`config.mk`:
```
export PLATFORM = sky130hd
export DESIGN_NAME = dmem_arbiter
export DESIGN_NICKNAME = d
export VERILOG_FILES = /design/src/rtl/dmem_arbiter_pkg.sv /design/src/rtl/arb_starve_counter.sv /design/src/rtl/dmem_arbiter.sv
export SDC_FILE = /design/constraint.sdc
export NUM_CORES = 1
export LEC_CHECK = 0
export CAP_MARGIN = 20
export CORE_AREA = 2 2 97 99
export CTS_CLUSTER_SIZE = 8
export DETAILED_ROUTE_END_ITERATION = 16
export DIE_AREA = 0 0 99 101
export HOLD_SLACK_MARGIN = 0.15
export PLACE_DENSITY = 0.93
export SLEW_MARGIN = 40
export SYNTH_ARGS = -nofsm -noshare
export SYNTH_HDL_FRONTEND = slang
export SYNTH_SLANG_ARGS = --single-unit
```
`constraint.sdc`:
```
create_clock -name clk -period 2.9 [get_ports clk]
set_clock_uncertainty 0.15 [all_clocks]
set_input_delay 0.58 -clock clk [delete_from_list [all_inputs] [get_ports clk]]
set_output_delay 0.58 -clock clk [all_outputs]
set_load 0.1 [all_outputs]
```
`src/rtl/dmem_arbiter_pkg.sv`:
```
// dmem_arbiter_pkg: shared types for the data-memory arbiter and its starvation counter
package dmem_arbiter_pkg;

    localparam int WAIT_W     = 8;
    localparam int REQ_DATA_W = 32;
    localparam int REQ_ADDR_W = 9;

    typedef enum logic [1:0] {S_IDLE, S_WAIT, S_FORCE} dmem_arb_state_e;

    typedef struct packed {
        logic                  rd;
        logic                  wr;
        logic [REQ_ADDR_W-1:0] addr;
        logic [REQ_DATA_W-1:0] wdata;
        logic [2:0]            func3;
    } dmem_req_t;

endpackage

```
`src/rtl/arb_starve_counter.sv`:
```
// arb_starve_counter: counts consecutive blocked requester cycles and flags when the next one must be forced
module arb_starve_counter
    import dmem_arbiter_pkg::*;
#(
    parameter int LIMIT = 4
) (
    input  logic clk,
    input  logic reset,
    input  logic inc,
    output logic hit
);

    localparam logic [WAIT_W-1:0] LIM_M1 = WAIT_W'(LIMIT - 1);

    logic [WAIT_W-1:0] cnt_q, cnt_d;

    assign hit = (cnt_q == LIM_M1);

    // any cycle that is not a blocked conflict restarts the count
    always_comb begin
        cnt_d = inc ? cnt_q + 1'b1 : '0;
    end

    // wait counter register, asynchronous active-low reset
    always_ff @(posedge clk or negedge reset) begin
        if (!reset) cnt_q <= '0;
        else        cnt_q <= cnt_d;
    end

endmodule

```
`src/rtl/dmem_arbiter.sv`:
```
// dmem_arbiter: shares data memory between the core MEM stage (priority) and a DMA port with starvation relief
module dmem_arbiter
    import dmem_arbiter_pkg::*;
#(
    parameter int DATA_W       = 32,
    parameter int DM_ADDRESS   = 9,
    parameter int STARVE_LIMIT = 4,
    parameter int CNT_W        = 16
) (
    input  logic                  clk,
    input  logic                  reset,
    input  logic                  core_rd,
    input  logic                  core_wr,
    input  logic [DM_ADDRESS-1:0] core_addr,
    input  logic [DATA_W-1:0]     core_wdata,
    input  logic [2:0]            core_func3,
    output logic [DATA_W-1:0]     core_rdata,
    output logic                  core_stall,
    input  logic                  dma_valid,
    input  logic                  dma_we,
    input  logic [DM_ADDRESS-1:0] dma_addr,
    input  logic [DATA_W-1:0]     dma_wdata,
    input  logic [2:0]            dma_func3,
    output logic                  dma_ready,
    output logic                  dma_rvalid,
    output logic [DATA_W-1:0]     dma_rdata,
    output logic                  mem_rd,
    output logic                  mem_wr,
    output logic [DM_ADDRESS-1:0] mem_addr,
    output logic [DATA_W-1:0]     mem_wdata,
    output logic [2:0]            mem_func3,
    input  logic [DATA_W-1:0]     mem_rdata,
    output logic [CNT_W-1:0]      conflict_cnt
);

    dmem_arb_state_e   state_q, state_d;
    logic [CNT_W-1:0]  conflict_q, conflict_d;
    logic              rvalid_q, rvalid_d;
    logic [DATA_W-1:0] rdata_q, rdata_d;
    logic              core_req, conflict, forced, core_own, dma_go, starve_hit;

    assign core_req = core_rd | core_wr;
    assign conflict = core_req & dma_valid;
    assign forced   = (state_q == S_FORCE);
    assign core_own = !forced & core_req;
    assign dma_go   = dma_valid & (forced | !core_req);

    assign dma_rvalid   = rvalid_q;
    assign dma_rdata    = rdata_q;
    assign conflict_cnt = conflict_q;

    arb_starve_counter #(.LIMIT(STARVE_LIMIT)) u_starve (
        .clk   (clk),
        .reset (reset),
        .inc   (conflict & !forced),
        .hit   (starve_hit)
    );

    // grant mux; strobes are gated by reset so nothing reaches memory while reset is held
    always_comb begin
        mem_rd     = reset & (core_own ? (core_rd & !core_wr) : (dma_go & !dma_we));
        mem_wr     = reset & (core_own ? core_wr : (dma_go & dma_we));
        mem_addr   = core_own ? core_addr  : dma_go ? dma_addr  : '0;
        mem_wdata  = core_own ? core_wdata : dma_go ? dma_wdata : '0;
        mem_func3  = core_own ? core_func3 : dma_go ? dma_func3 : '0;
        dma_ready  = reset & dma_go;
        core_stall = forced;
        core_rdata = core_own ? mem_rdata : '0;
    end

    // next state, saturating conflict statistic and registered DMA read return
    always_comb begin
        state_d = S_IDLE;
        if (!forced && conflict) state_d = starve_hit ? S_FORCE : S_WAIT;
        conflict_d = (conflict && conflict_q != '1) ? conflict_q + 1'b1 : conflict_q;
        rvalid_d   = dma_ready & !dma_we;
        rdata_d    = rvalid_d ? mem_rdata : '0;
    end

    // state and output registers, asynchronous active-low reset
    always_ff @(posedge clk or negedge reset) begin
        if (!reset) begin
            state_q    <= S_IDLE;
            conflict_q <= '0;
            rvalid_q   <= 1'b0;
            rdata_q    <= '0;
        end else begin
            state_q    <= state_d;
            conflict_q <= conflict_d;
            rvalid_q   <= rvalid_d;
            rdata_q    <= rdata_d;
        end
    end

endmodule

```
; ---- Yosys cells after proc, flatten, opt, wreduce, memory -nomap -nowiden
; Cells that the tools add are included.
; W data, S select, Z words.
[word_totals]
in_bits = 126
regBits = 59
wordCells = 42
output_inout_bits = 129
[op_classes]
n_addsub = 2
mux = 13
eq_ne = 3
n_reduce_logical = 6
bitwise_logic = 13
[ops]
columns = cell, n
row1 = $mux W32, 4
row2 = $mux W9, 2
row3 = $add A16 B1 Y16 const B, 1
row4 = $ne A16 B16 Y1 const B, 1
row5 = $and A1 B1 Y1, 11
row6 = $add A8 B1 Y8 const B, 1
row7 = $eq A8 B2 Y1 const B, 1
row8 = $mux W8, 1
row9 = $mux W3, 2
row10 = $logic_not A1 Y1, 4
row11 = $mux W2, 2
row12 = $eq A2 B2 Y1 const B, 1
row13 = $logic_and A1 B1 Y1, 2
row14 = $mux W1, 2
row15 = $or A1 B1 Y1, 2

; ---- Logic depth before layout (Yosys ltp)
; Gate-level depths: netlist (run 1).
[depth]
ltp_word = 7
mapped_depth = 6
depth_no_buf = 5

; ---- Cells and area by module
; A second synthesis (run 1) with hierarchy kept.
[unflattened]
cells_unflattened = 376
area_unflattened_um2 = 3164.3
[by_module_without_submodules]
columns = mod, cells_per_inst, seq_area_each_um2, area_per_inst_um2, n_inst
row1 = dmem_arbiter, 340, 1276.2, 2783.9, 1
row2 = arb_starve_counter, 36, 200.2, 380.4, 1

; ---- Worst setup path before layout (run 1)
; OpenSTA, ideal clock, no wires.
[synth_path]
kind = input -> output
startpoint = in dma_valid
endpoint = out mem_func3[0]
setup_slack_ps = -1204
required_time_ps = 2170
n_path_buf = 3
arrival_time_ps = 3374
cell_stages = 5
cell_sequence = buf_6 clkbuf_1 clkbuf_1 nand2_1 o21ai_0
[synth_via]
elab_chain_cells = 3
[synth_rtl]
columns = item, line_no
row1 = "start, declared", dmem_arbiter.sv:19  ; input logic dma_valid,
row2 = $and A1 B1 Y1, dmem_arbiter.sv:46  ; assign dma_go = dma_valid & (forced | !core_req);
row3 = $mux W3 (2 in series), dmem_arbiter.sv:65  ; mem_func3 = core_own ? core_func3 : dma_go ? dma_func3 : '0;
row4 = "end, declared", dmem_arbiter.sv:31  ; output logic [2:0] mem_func3,
; Every way passes these cells.

; ---- Worst setup path after layout (run 1)
[layout_path]
startpoint = in reset
endpoint = out dma_ready
[layout_via]
elab_chain_cells = 1
[layout_rtl]
columns = item, line_no
row1 = "start, declared", dmem_arbiter.sv:11  ; input logic reset,
row2 = $and A1 B1 Y1, dmem_arbiter.sv:66  ; dma_ready = reset & dma_go;
row3 = "end, declared", dmem_arbiter.sv:24  ; output logic dma_ready,
; Every way passes these cells.

==> results of run 1 <==
## worst paths after layout
kind | slack (ns) | end | depth (start not counted) | startpoint
worst min-delay path | 0.34 | u_starve.cnt_q[0] | 1 | u_starve.cnt_q[0]
min in group asynchronous | 0.55 | state_q[0] | 2 | reset
worst max-delay path | 0.16 | dma_ready | 5 | reset
worst min register to register | 0.34 | u_starve.cnt_q[0] | 1 | u_starve.cnt_q[0]
max in group asynchronous | 1.13 | dma_rdata[26] | 3 | reset
worst max register to register | 0.74 | conflict_cnt[14] | 5 | conflict_cnt[0]
## flip-flops by register name, indices dropped and copies added, names as in the netlist
signal and cells:
conflict_cnt 16, state_q 2, dma_rdata 32, dma_rvalid 1, u_starve.cnt_q 8
## layer usage
metal	vias to the layer above	GRT usage, %	share of wire [%]
li1	1768	-	-
met1	1820	30.07	34
met2	238	52.23	56
met3	45	6.033	7.6
met4	0	12.33	3.3
met5	-	0	0
## cell type report
type	instances	share of cell area [%]
Clock buffer	11	2.024
Clock inverter	5	0.7521
Inverter	4	0.2149
Multi-Input combinational cell	293	25.68
Sequential cell	59	21.13
Tap cell	111	1.988
Timing Repair Buffer	274	48.21
## metrics by stage
step | cell area (um^2) | TNS, ns | power [mW] | hold slack (ns) | worst slack, ns
6_report | 6987 | 0 | 3.982 | 0.3384 | 0.1562
3_5_place_dp | 6745 | -1.627 | 3.248 | 0.3148 | -0.07635
2_1_floorplan | 3339 | -1.359 | 2.429 | 0.1344 | -0.4530
4_1_cts | 6973 | 0 | 3.990 | 0.3324 | 0.00002953
3_3_place_gp | 6745 | -0.1531 | 3.198 | 0.2914 | -0.01836
5_1_grt | 6987 | 0 | 4.096 | 0.3492 | 0.08916
## placed cells by master (no fill, tap or decap), types with 4 or more instances in the layout
cell	instances
sky130_fd_sc_hd__inv_1	4
sky130_fd_sc_hd__clkdlybuf4s50_1	121
sky130_fd_sc_hd__buf_12	80
sky130_fd_sc_hd__and3_1	6
sky130_fd_sc_hd__nor3_1	6
sky130_fd_sc_hd__clkbuf_8	10
sky130_fd_sc_hd__nor2_1	12
sky130_fd_sc_hd__and2_1	64
sky130_fd_sc_hd__xnor2_1	4
sky130_fd_sc_hd__buf_4	68
sky130_fd_sc_hd__nand3_1	12
sky130_fd_sc_hd__nand2_1	98
sky130_fd_sc_hd__o21ai_2	41
sky130_fd_sc_hd__nor4_1	4
sky130_fd_sc_hd__xor2_1	15
sky130_fd_sc_hd__dfrtp_1	59
## power by group through the flow
stage | Sequential (mW) | Combinational [mW] | Clock (mW)
2_1_floorplan | 1.54 | 0.893 | 0
3_3_place_gp | 1.02 | 2.18 | 0
3_5_place_dp | 1.03 | 2.22 | 0
4_1_cts | 1.02 | 2.23 | 0.737
5_1_grt | 1.03 | 2.29 | 0.768
6_report | 1.02 | 2.23 | 0.728
## cell families after synthesis
| family | after synthesis |
|---|---|
| AO/OA/AOI/OAI | 50 |
| buffers and inverters | 28 |
| adder cells (fa/ha/maj) | 2 |
| multiplexers | 2 |
| AND/OR/NAND/NOR | 217 |
| flip-flops | 59 |
| XOR/XNOR | 19 |
## timing repair
action                                  in CTS  in global routing
endpoints found under the hold margin       10                  0
resized for setup                            1                  2
hold buffers                                 1                  0
pin swaps                                    1                  1
endpoints found under the setup margin      40                 22
gates cloned                                 2                  1
## worst max-delay path, delay by kind of cell
family                 cells  cell delay, ns
buffers and inverters      3            1.05
and+or+nand+nor            2            0.37
==> results.txt, run 1 <==
- Subtracting the final worst setup slack from the clock period gives roughly 2.7 ns.
- Layout Nets: 769
- Once detail routing completed, the nets flagged for antenna violations numbered 0.
* Floorplan core area: between 0.008 and 0.009 mm^2
- Area taken by multi-input logic gates: 0.001794 mm^2
- Boundary Pins: 255
- Proportion of layout cells with a drive suffix above 1: 34.37%
- Internal power contribution: 2.014 mW
- By area, the combinational part of the netlist is dominated by simple AND/OR/NAND/NOR gates.
- The analysis attributes to cell leakage a power of 3.268 nW.
- STA classifies the critical path startpoint as an input port.
- The initial antenna violation count is 0.
* Fraction of the mapped netlist area in compound gates: 8.264%
- Basic-gate share of the synthesized area counting and, or, nand and nor cells: a little over a third
* Final Hold Viols: 0
- Fraction of post-synthesis cell area in the top cell type by area: 46.44%
- The number of global-route vias before repair is 4,018.
- DIE HEIGHT: 101 um
* Power density over cell area: 570.0 mW/mm^2
- Diodes inserted: 0
- Filler Cell Count: between 400 and 500
* Routability congestion estimate: just under 0.9
- Summed over all layers, the global routing overflow is 0.
- Summing the areas of all xor and xnor instances in the mapped netlist gives 5.234% of the synthesized area.
- Clock share of power: 18.3%
- The tree is rooted in a sky130_fd_sc_hd__clkbuf_8.
* Area added between synthesis and finish: 119.8%
- Synthesized Nets: 505
- For this design the total switching power over the nets is a little under 2 mW.
- Netlist area before placement: between 0.003 and 0.004 mm^2
- Of all nets on the critical path, the largest fanout is 14.
- Leading register cell type out of synthesis: sky130_fd_sc_hd__dfrtp_1
- Leaving out filler cells and counting taps, the final layout contains 757.
- Placed wire-length estimate: 11,260 um
- Routed WL per cell: roughly 19 um
* Port Buffer Count: 254
* Share of total power consumed by net switching: around 49%
* Comb pwr share: around 56%
* Routed vias: 3,871
* Total setup buffers inserted after CTS: 0
* Number of standard-cell rows in the floorplan: 35
- Number of max-capacitance violations reported: 0
* Flip-flop and latch count after synthesis: slightly below 60
- Of all flip-flops after synthesis, the portion carrying an async set or reset was 100.0%.
- STA puts the critical path data arrival time at about 2 ns.
- Headroom to the max-slew limit: between 50 and 60%
- Total Die Area: ~0.01 mm^2
- Fraction of the cycle the final worst path needs: 94.61%
* Number of flops mapped to enable cells by yosys: 0
- Wirelength, routed: 14,340 um
- The number of pins with negative max-slew slack in the final report came to 0.
* Type of the most critical hold path: reg2reg
- At the pin with the least slew margin, the transition time is 0.6146 ns.
- After detailed routing, the number of remaining DRC violations is 0.
* Yosys synthesis warning count: 0
* Worst stage delay on the critical path: 0.54 ns
* Category of the critical setup timing path: in2out
- The first global-routing pass estimated 21,430 um of wire.
- Once the floorplan was initialized, standard cells occupied 35.41% of the core.
- Multiplexer area fraction after synthesis: 0.8264%
* Reg power frac: 25.7%
- Synth Area in Adders: less than 1%
* Ordered cell list for the critical path: dlygate4sd3_1 > buf_2 > nand2_1 > nor2_2 > buf_12
* Cell count after placement: 737
* Leading post-synthesis cells by instance count: sky130_fd_sc_hd__nand2_1, sky130_fd_sc_hd__and2_1, sky130_fd_sc_hd__dfrtp_1
- The floorplan step set the die width to 99 um.
- In the routed layout, each cell is associated on average with a via count of a little over 5.
- Length of the first detailed-routing pass in iterations: 4
- Htree depth: 3
* CTS tree: yes
- sky130_fd_sc_hd__nand2_1 is the most common cell in the netlist.
- Setup repair after global routing left no endpoint under its margin.
- The worst-case IR drop observed on VDD is about 600 uV.
* Violation count after the first detailed-route iteration: 171
- Clock buffer depth: 2
* Number of distinct standard cells referenced by the synthesized netlist: 32
* Status: completed
- Global-route total usage across every layer: 27.90%
- Critical path required time: approximately 2.2 ns
- After synthesis, the mean cell area works out to ~8.4 um^2.
- Maximum number of pins on one net before global-route repair: 50
- In the post-synthesis netlist, the biggest area contributors are sky130_fd_sc_hd__dfrtp_1, sky130_fd_sc_hd__and2_1, sky130_fd_sc_hd__nand2_1, sky130_fd_sc_hd__o21ai_0, sky130_fd_sc_hd__xor2_1.
- Number of clock sinks: between 50 and 60
- The slowest stage of the critical path is the sky130_fd_sc_hd__dlygate4sd3_1 cell.
- Final design utilization: 77.83%
- Sequential cell area: ~0.0015 mm^2
* Inserted Clock Buffers: 9
- Setup violations remaining at the end of the flow were counted as 0.
* CP Capture Type: output pin
- The biggest area contributor in the post-synthesis netlist is sky130_fd_sc_hd__dfrtp_1.
- Cell count after synthesis: 377
* Later-pin clock latency in the skew report: 0.33 ns
- Clock-pin slew was measured on the worst setup and hold paths at about 0.070 ns.
- Summing the sequential cell areas from Yosys gives between 40% and 50% of the chip area.
- Fmax achieved: about 360 MHz
(Power assumes the default switching activity.)
==> run 2: changes to the inputs <==
--- a/config.mk
+++ b/config.mk
@@ -6,12 +6,14 @@
 export NUM_CORES = 1
 export LEC_CHECK = 0
 export CAP_MARGIN = 20
-export CORE_AREA = 2 2 97 99
+export CORE_AREA = 2 2 100 102
+export CTS_CLUSTER_DIAMETER = 60
 export CTS_CLUSTER_SIZE = 8
 export DETAILED_ROUTE_END_ITERATION = 16
-export DIE_AREA = 0 0 99 101
+export DIE_AREA = 0 0 102 104
+export DONT_BUFFER_PORTS = 1
 export HOLD_SLACK_MARGIN = 0.15
-export PLACE_DENSITY = 0.93
+export PLACE_DENSITY = 0.56
 export SLEW_MARGIN = 40
 export SYNTH_ARGS = -nofsm -noshare
 export SYNTH_HDL_FRONTEND = slang
==> constraint.sdc (replaced) <==
create_clock -name clk -period 2.3 [get_ports clk]
set_clock_uncertainty 0.15 [all_clocks]
set_input_delay 0.46 -clock clk [delete_from_list [all_inputs] [get_ports clk]]
set_output_delay 0.46 -clock clk [all_outputs]
set_load 0.1 [all_outputs]
==> run 2 against run 1 <==
Net effect:
- sequential share of layout area increased by 1.8 points
- power increased by 27%
- final cell count down 10%
- setup slack got worse by 0.15 ns
- count of clock-buffer cells in the layout is 1 higher
- routed wire length shrank 4.1%
- worst hold slack lost 0.051 ns
- clock power grew 44%
- global-route usage decreased by 4.3 points
- cell area decreased by 6.6%
==> results.txt, run 2 (synthesis results as in run 1) <==
- The number of placed instances, taps included, is between 600 and 700.
- Tightest Pin Transition: 0.5562 ns
* Port Buffer Count: 0
* Leakage: between 3 and 4 nW
- Shortest clock period the worst path allows after layout: 2.292 ns
- Total Die Area: 0.01061 mm^2
- The register with the most flip-flops in the layout has 32 of them.
- Boundary Pins: around 260
* Global route total overflow: 0
- Number of clock sinks: between 50 and 60
- Clock-pin slew was measured on the worst setup and hold paths at 0.06 ns.
- Antenna Nets Post-Route: 0
- In this run the power spent charging and discharging nets is approximately 2.5 mW.
- Timing analysis after detailed placement gives a worst setup slack of -0.01703 ns.
- Global-route total usage across every layer: 23.64%
* Routed WL per cell: ~20 um
* Layout Nets: 671
- Htree depth: 3
- The first detailed-routing pass took 4 iterations.
- Data arrives at the worst endpoint at about 1.7 ns.
* Maximum number of pins on one net before global-route repair: 60
- Wirelength, routed: 13,750 um
- The number of pins with negative max-slew slack in the final report is 0.
- For this run, design rule violations remaining after detail routing come to 0.
- For flop-to-flop paths, the worst setup slack is approximately 0.34 ns.
* Inserted Clock Buffers: 9
- Count of placed standard cells in the final layout, fillers left out: 681
- After layout, the worst path uses about 100% of the clock period.
* Antenna violations before repair: 1
- Net switching is 48.62% of the power.
* Clock share of power: 20.7%
* DIE HEIGHT: 104 um
- Initial Util: 33.29%
* Status: completed
* Largest vdd supply drop: 818.3 uV
* Category of the critical setup timing path: reg2out
* Setup tns final: 0 ns
* Most frequent cells in the layout: sky130_fd_sc_hd__nand2_1, sky130_fd_sc_hd__buf_12, sky130_fd_sc_hd__buf_4
- The congestion estimate from routability-driven global placement came to 0.8677.
- Placed wire-length estimate: 9252 um
- Number of standard-cell rows in the floorplan: 36
- CTS tree: yes
- The floorplan step set the die width to 102 um.
- Slowest library cell on the worst path: sky130_fd_sc_hd__dfrtp_1
- The first global-routing pass estimated 18,980 um of wire.
* Reg2Reg Launch Point: conflict_cnt[15]
* Hold-critical path depth: 2
* Critical path required time: 1.69 ns
- Fmax achieved: 436.4 MHz
* RSZ-0062 raised after global routing: yes
- Measured in cells, the most critical reg-to-reg path has a length of 4.
- Floorplan core area: 0.009549 mm^2
- Critical path launch point type: register
- Reg power frac: roughly 24%
* Final Hold Viols: 0
* Hold Path End: dma_rvalid
- CP Capture Type: output pin
- Largest driver fanout on the critical path: 14
- Clock latency on the worst-skew pair, taken at its later pin, is approximately 0.33 ns.
- The internal portion of the total power is ~2.6 mW.
- The detailed router placed 3,403 vias in this run.
- Dividing total power by cell area gives a power density of 772.9 mW/mm^2.
* Ordered cell list for the critical path: nand2b_4 > o21a_4 > clkbuf_16 > and2_1 > buf_12
- In this run the worst hold path is classified as in2reg.
- Setup violations remaining at the end of the flow were counted as 0.
- Proportion of layout cells with a drive suffix above 1: 49.45%
- In this run the deepest clock path goes through 2 buffers.
* Root buffer selected by CTS: sky130_fd_sc_hd__clkbuf_8
* Worst reg2reg endpoint: conflict_cnt[1]
* Most common cell after layout, fill and taps aside: sky130_fd_sc_hd__nand2_1
- Comb pwr share: 55.0%
* Violation count after the first detailed-route iteration: approximately 200
* Number of global-route vias before repair: 3,374
* Hold Startpoint: dma_we
- Headroom to the max-slew limit: a little over three fifths
* Worst stage delay on the critical path: 0.40 ns
- The number of antenna diodes in the final layout is 0.
* Via-per-instance ratio: 4.997
- Relative to the synthesized area, the layout overhead comes to 105.3%.
* PnR worst setup slack: 0.008468 ns
- Number of max-capacitance violations reported: 0
[run 2: changes by cell type in the layout (fill, tap and decap cells not counted), sizes merged, moves of 2 or more]
cell           before  now
o21a                4    2
dlymetal6s2s        2    0
buf               150  140
clkdlybuf4s50     121    0
dlygate4sd3         1   34
clkbuf             11   16
[run 2: what timing repair did]
item                                    4_1_cts  5_1_grt
cloned                                        0        8
hold buffers                                 35        0
pin swaps                                     0       10
endpoints found under the setup margin       33       77
endpoints found under the hold margin        93        0
setup buffers                                 0        0
gates resized for setup                      11       37
[run 2: how the worst max path moves through the flow]
stage | start | end | slack (ns)
floorplan | core_wr | mem_addr[2] | -0.24
global placement | state_q[1] | mem_func3[1] | 0.04
detailed placement | state_q[1] | mem_wdata[22] | -0.02
CTS | state_q[1] | mem_wdata[29] | -0.03
global route | state_q[1] | core_rdata[7] | -0.06
finish | state_q[1] | core_rdata[7] | 0.008
[run 2: power groups by stage]
stage	sequential [mW]	clock, mW	combinational (mW)
final	1.23	1.05	2.77
after global routing	1.24	1.11	2.86
after CTS	1.23	1.05	2.70
after detailed placement	1.25	0	2.61
after global placement	1.24	0	2.59
after floorplan	1.96	0	1.17
[run 2: cell type report]
type / instances / area (um^2)
multi-input combinational: 291 / 2079
timing repair buffer: 178 / 2551
inverter: 4 / 15.01
clock inverter: 4 / 73.82
fill: 652 / 3022
tap: 133 / 166.4
clock buffer: 12 / 145.1
sequential: 59 / 1496
[run 2: through the flow]
| step | total power [mW] | hold WS, ns | utilization [%] | cell area (um^2) |
|---|---|---|---|---|
| after global routing | 5.205 | 0.2888 | 68.36 | 6528 |
| after detailed placement | 3.853 | 0.01562 | 58.75 | 5610 |
| final | 5.045 | 0.2878 | 68.36 | 6528 |
| after global placement | 3.825 | 0.01558 | 58.75 | 5610 |
| after floorplan | 3.125 | 0.01441 | - | 3543 |
| after CTS | 4.974 | 0.2754 | 65.30 | 6236 |
[run 2: critical path, delay by kind of cell (launching register included)]
| kind | cells | cell delay [ns] |
|---|---|---|
| flip-flops | 1 | 0.40 |
| AND/OR/NAND/NOR | 2 | 0.27 |
| buffers and inverters | 2 | 0.40 |
| AO/OA/AOI/OAI | 1 | 0.28 |
[run 2: layer usage]
layer / track usage (%) / part of all wire [%]
met5: 0 / 0.13
met4: 8.381 / 2.3
met3: 7.930 / 8.7
met2: 42.72 / 53
met1: 25.10 / 36
